### src/rtl/vmm_pkg.sv
// Shared definitions for the VMM step controller: FSM state encoding and width.
package vmm_pkg;

  localparam int STATE_W = 3;

  typedef enum logic [STATE_W-1:0] {
    ST_IDLE     = 3'd0,
    ST_ISSUE    = 3'd1,
    ST_WAIT_BCD = 3'd2,
    ST_HOLD     = 3'd3,
    ST_FINISHED = 3'd4
  } state_e;

  function automatic logic is_busy(input state_e s);
    return (s == ST_ISSUE) || (s == ST_WAIT_BCD) || (s == ST_HOLD);
  endfunction

endpackage

### src/rtl/key_edge_sync.sv
// Two-flop synchronizer followed by a registered rising-edge detector:
// one single-cycle edge_o pulse per low-to-high transition of d_i.
module key_edge_sync (
  input  logic clk_i,
  input  logic rst_ni,
  input  logic d_i,
  output logic edge_o
);

  logic [1:0] sync_q;
  logic       prev_q;
  logic       edge_q;

  // Synchronize, remember the previous synced level and register the edge.
  always_ff @(posedge clk_i or negedge rst_ni) begin
    if (!rst_ni) begin
      sync_q <= 2'b00;
      prev_q <= 1'b0;
      edge_q <= 1'b0;
    end else begin
      sync_q <= {sync_q[0], d_i};
      prev_q <= sync_q[1];
      edge_q <= sync_q[1] & ~prev_q;
    end
  end

  assign edge_o = edge_q;

endmodule

### src/rtl/vmm_step_ctrl.sv
// Step/auto-run controller sequencing VMM results into a bin2bcd converter.
// Optional WAIT_BCD watchdog is built only with VMM_STEP_TIMEOUT_EN defined.
module vmm_step_ctrl
  import vmm_pkg::*;
#(
  parameter int TOTAL          = 25,
  parameter int HOLD_CYCLES    = 4,
  parameter int TIMEOUT_CYCLES = 64
) (
  input  logic                         step_clk,
  input  logic                         rst_,
  input  logic                         key_i,
  input  logic                         auto_i,
  input  logic                         bcd_done_i,
  output logic                         next_o,
  output logic                         bcd_start_o,
  output logic                         busy_o,
  output logic                         run_done_o,
  output logic [$clog2(TOTAL+1)-1:0]   cnt_o,
  output logic [STATE_W-1:0]           state_o,
  output logic                         err_o
);

  localparam int CNT_W  = $clog2(TOTAL + 1);
  localparam int HOLD_W = (HOLD_CYCLES > 1) ? $clog2(HOLD_CYCLES) : 1;
  localparam logic [CNT_W-1:0]  CNT_TOTAL = CNT_W'(TOTAL);
  localparam logic [HOLD_W-1:0] HOLD_LAST = HOLD_W'(HOLD_CYCLES - 1);

  state_e              state_q, state_d;
  logic [CNT_W-1:0]    cnt_q, cnt_d;
  logic [HOLD_W-1:0]   hold_q, hold_d;
  logic [1:0]          auto_sync_q;
  logic                auto_s;
  logic                key_edge_s;
  logic                timeout_s;
  logic                next_q, next_d;
  logic                start_q, start_d;
  logic                busy_q, busy_d;
  logic                done_q, done_d;

  key_edge_sync u_key_sync (
    .clk_i  (step_clk),
    .rst_ni (rst_),
    .d_i    (key_i),
    .edge_o (key_edge_s)
  );

  // Auto switch is a level, so a plain two-flop synchronizer is enough.
  always_ff @(posedge step_clk or negedge rst_) begin
    if (!rst_) begin
      auto_sync_q <= 2'b00;
    end else begin
      auto_sync_q <= {auto_sync_q[0], auto_i};
    end
  end

  assign auto_s = auto_sync_q[1];

`ifdef VMM_STEP_TIMEOUT_EN
  localparam int WD_W = $clog2(TIMEOUT_CYCLES + 1);
  localparam logic [WD_W-1:0] WD_LAST = WD_W'(TIMEOUT_CYCLES - 1);

  logic [WD_W-1:0] wd_q, wd_d;
  logic            err_q;

  // Watchdog counts cycles spent in WAIT_BCD, restarting on every entry.
  always_comb begin
    wd_d = '0;
    if (state_q == ST_WAIT_BCD) begin
      wd_d = wd_q + WD_W'(1);
    end else begin
      wd_d = '0;
    end
  end

  assign timeout_s = (state_q == ST_WAIT_BCD) && !bcd_done_i && (wd_q == WD_LAST);

  always_ff @(posedge step_clk or negedge rst_) begin
    if (!rst_) begin
      wd_q  <= '0;
      err_q <= 1'b0;
    end else begin
      wd_q  <= wd_d;
      err_q <= err_q | timeout_s;
    end
  end

  assign err_o = err_q;
`else
  assign timeout_s = 1'b0;
  assign err_o     = 1'b0;
`endif

  // State and datapath registers.
  always_ff @(posedge step_clk or negedge rst_) begin
    if (!rst_) begin
      state_q <= ST_IDLE;
      cnt_q   <= '0;
      hold_q  <= '0;
    end else begin
      state_q <= state_d;
      cnt_q   <= cnt_d;
      hold_q  <= hold_d;
    end
  end

  // Next-state logic; key edges outside IDLE/FINISHED simply fall away.
  always_comb begin
    state_d = state_q;
    case (state_q)
      ST_IDLE: begin
        if (key_edge_s || auto_s) begin
          state_d = ST_ISSUE;
        end else begin
          state_d = ST_IDLE;
        end
      end
      ST_ISSUE: begin
        state_d = ST_WAIT_BCD;
      end
      ST_WAIT_BCD: begin
        if (bcd_done_i) begin
          if (cnt_q == CNT_TOTAL) begin
            state_d = ST_FINISHED;
          end else if (auto_s) begin
            state_d = ST_HOLD;
          end else begin
            state_d = ST_IDLE;
          end
        end else if (timeout_s) begin
          state_d = ST_IDLE;
        end else begin
          state_d = ST_WAIT_BCD;
        end
      end
      ST_HOLD: begin
        if (!auto_s) begin
          state_d = ST_IDLE;
        end else if (hold_q == HOLD_LAST) begin
          state_d = ST_ISSUE;
        end else begin
          state_d = ST_HOLD;
        end
      end
      ST_FINISHED: begin
        if (key_edge_s) begin
          state_d = ST_IDLE;
        end else begin
          state_d = ST_FINISHED;
        end
      end
      default: begin
        state_d = ST_IDLE;
      end
    endcase
  end

  // Result counter saturates at TOTAL; hold counter only runs while staying in HOLD.
  always_comb begin
    cnt_d  = cnt_q;
    hold_d = '0;
    if ((state_q == ST_ISSUE) && (cnt_q != CNT_TOTAL)) begin
      cnt_d = cnt_q + CNT_W'(1);
    end else if ((state_q == ST_FINISHED) && key_edge_s) begin
      cnt_d = '0;
    end else begin
      cnt_d = cnt_q;
    end
    if ((state_q == ST_HOLD) && (state_d == ST_HOLD)) begin
      hold_d = hold_q + HOLD_W'(1);
    end else begin
      hold_d = '0;
    end
  end

  // Outputs decoded from the next state so the registered copies line up with state_q.
  always_comb begin
    next_d  = (state_d == ST_ISSUE);
    start_d = (state_d == ST_ISSUE);
    busy_d  = is_busy(state_d);
    done_d  = (state_d == ST_FINISHED);
  end

  // Output registers.
  always_ff @(posedge step_clk or negedge rst_) begin
    if (!rst_) begin
      next_q  <= 1'b0;
      start_q <= 1'b0;
      busy_q  <= 1'b0;
      done_q  <= 1'b0;
    end else begin
      next_q  <= next_d;
      start_q <= start_d;
      busy_q  <= busy_d;
      done_q  <= done_d;
    end
  end

  assign next_o      = next_q;
  assign bcd_start_o = start_q;
  assign busy_o      = busy_q;
  assign run_done_o  = done_q;
  assign cnt_o       = cnt_q;
  assign state_o     = state_q;

endmodule

### config.mk
export PLATFORM = sky130hd
export DESIGN_NAME = vmm_step_ctrl
export DESIGN_NICKNAME = d
export VERILOG_FILES = /design/src/rtl/vmm_pkg.sv /design/src/rtl/key_edge_sync.sv /design/src/rtl/vmm_step_ctrl.sv
export SDC_FILE = /design/constraint.sdc
export NUM_CORES = 1
export LEC_CHECK = 0
export CORE_MARGIN = 2
export CORE_UTILIZATION = 35
export CTS_CLUSTER_DIAMETER = 150
export DETAILED_ROUTE_END_ITERATION = 16
export HOLD_SLACK_MARGIN = 0.06
export MAX_ROUTING_LAYER = met4
export PLACE_DENSITY = 0.56
export SYNTH_ARGS = -nofsm -noshare
export SYNTH_HDL_FRONTEND = slang
export SYNTH_HIERARCHICAL = 1
export SYNTH_SLANG_ARGS = --single-unit
### constraint.sdc
create_clock -name step_clk -period 2.5 [get_ports step_clk]
set_input_delay 0.25 -clock step_clk [delete_from_list [all_inputs] [get_ports step_clk]]
set_output_delay 0.25 -clock step_clk [all_outputs]
set_load 0.1 [all_outputs]
==> flow_metrics.tcl <==
set metrics [dict create \
    cts_sinks 19 \
    hold_class "reg -> reg" \
    yosys.area.top_type "dfrtp_1" \
    overflow 0 \
    fin_crit_ps 1740 \
    place.gp.congestion 0.744 \
    num_rows 17 \
    die_area_mm2 0.00275 \
    utilization_pct 44.5 \
    diodes 0 \
    avgRoutedWirePerCell_um 11.6 \
    tightest_slew_ps 823 \
    dpl.hpwl_um 947 \
    rsz0062_at_grt "no" \
    cts_made_buffers 3 \
    clk_pin_slew_ps 100 \
    ctsResizeCount 0 \
    clock-skew-final_ps 3.40 \
    firstDrtPassIters 1 \
    drt_wl_total_um 1330 \
    synth_top_area_share_pct 57.8 \
    die_x_um 52.5 \
    ys_seq_area_share_pct 57.8 \
    grt_start_max_net_pins 20 \
    port_buffers 16 \
    crit_arrival_ps 1930 \
    ys_warn_count 6 \
    ant_nets 0 \
    cts_hold_buf 0 \
    worst_setup_path_end_kind "register" \
    finalSetupViolCount 0 \
    syn_avg_cell_area_um2 11.7 \
    clock.fmax_mhz 576 \
    critPathRequiredTime_ps 2690 \
    grt_pass1_wl_um 2260 \
    core_mm2 0.00221 \
    drtIter0Drc 0 \
    layout_common_cells "dfrtp_1 (19), buf_4 (12), nand3_1 (10)" \
    drc 0 \
    fin_setup_tns_ps 0 \
    clk_latency_ps 290 \
    drv_slew 0 \
    die_h_um 52.5 \
    cts_tree "yes" \
    path_class "reg -> reg" \
    postCtsSetupBuffers 0 \
    io_pins 18 \
    crit_path_start_kind "register" \
    drive_gt1_share_pct 25.6 \
    final_common_cell "dfrtp_1" \
    layoutNonFillerInstCount 114 \
    synth_area_um2 822 \
    path_max_fanout 8 \
    vias_per_cell 4.82 \
    antenna_found_initial 0 \
    hold_violations 0 \
    htree_levels 1 \
    syn_to_final_growth_pct 19.6 \
    fin_crit_sh_pct 69.4 \
    finalNetCount 95 \
    start_util_pct 37.2 \
    synth-seq-cells 19 \
    outcome "finished clean" \
    synth_cells 70 \
    first_global_vias 501 \
    slew_headroom_pct 44.9 \
    maxCapViolCount 0 \
    vias 549 \
    grt_use_total_pct 11.7 \
    cts_root_buf "clkbuf_4" \
    syn-num-nets 78 \
    ys_top_cells_by_area "dfrtp_1 (58%), nand3_1 (6.1%), ha_1 (4.6%), o21ai_2 (3.2%), nor4b_1 (2.1%)" \
    synthDistinctLibCells 29 \
    dp.cells 110 \
    cts_buffer_depth 2 \
]
[metal layers]
layer	share of wire [%]	global-route usage (%)
met1	47	14.9
met2	48	17.5
met3	4.1	2.57
met4	0.75	6.41
met5	0	-
[worst max-delay path, stage by stage, from the launching register on]
cell	delay, ps
dfrtp_1	450
ha_1	230
and4b_4	220
or4b_4	550
nand3_1	130
o21ai_2	60
[cell usage after synthesis]
cell type  instances
dfrtp_1           19
nand3_1           10
ha_1               3
inv_1              3
nand2_1            3
o21ai_1            3
o21ai_2            3
a21oi_1            2
buf_4              2
nor4b_1            2
xor2_1             2
a21o_1             1
a31oi_1            1
and4b_4            1
buf_6              1
clkbuf_1           1
conb_1             1
inv_2              1
nand4_1            1
nand4b_1           1
nor2_1             1
nor2b_1            1
nor2b_4            1
nor4_1             1
o21ai_0            1
o31ai_1            1
or3_1              1
or4_1              1
or4b_4             1
[final cells by class]
cell class                 count  area, um^2
clock buffer                   4        26.3
fill                         222        1230
inverter                       4        15.0
multi-input combinational     43         302
sequential                    19         475
tap                           28        35.0
timing repair buffer          16         130
[per-stage QoR]
step / setup WS [ps] / hold slack [ps] / area, um^2
final: 765 / 357 / 983
after global routing: 663 / 369 / 983
after CTS: 759 / 361 / 983
after detailed placement: 791 / 336 / 957
after global placement: 808 / 333 / 957
after floorplan: 124 / -45.6 / 822
[state kept, by name, summed over array words and instances (netlist names), 2 cells and up]
name	flops
state_o	3
u_key_sync/sync_q	2
auto_sync_q	2
hold_q	2
cnt_o	5
[final timing paths]
kind,start,endpoint,cells past startpoint,slack [ps]
max reg2reg,cnt_o[0],cnt_o[1],5,760
min,auto_sync_q[0],auto_sync_q[1],0,360
max in group asynchronous,rst_,hold_q[0],1,1570
min in group asynchronous,rst_,u_key_sync/sync_q[1],1,420
min reg2reg,auto_sync_q[0],auto_sync_q[1],0,360
max,cnt_o[0],cnt_o[1],5,760
[cells by family (layout without fill, tap and decap cells)]
logic type | count (synthesis) | count (layout) | synth area share (%)
flops | 19 | 19 | 57.8
simple gates | 25 | 25 | 20.1
buf+inv | 8 | 24 | 5.48
xor+xnor | 2 | 2 | 2.13
other cells | 1 | 1 | 0.456
compound gates | 12 | 12 | 9.44
fa+ha+maj | 3 | 3 | 4.57
Power is left out: the tool's default activity adds up to more than one toggle a clock period on the data nets, which glitch-free logic cannot reach.
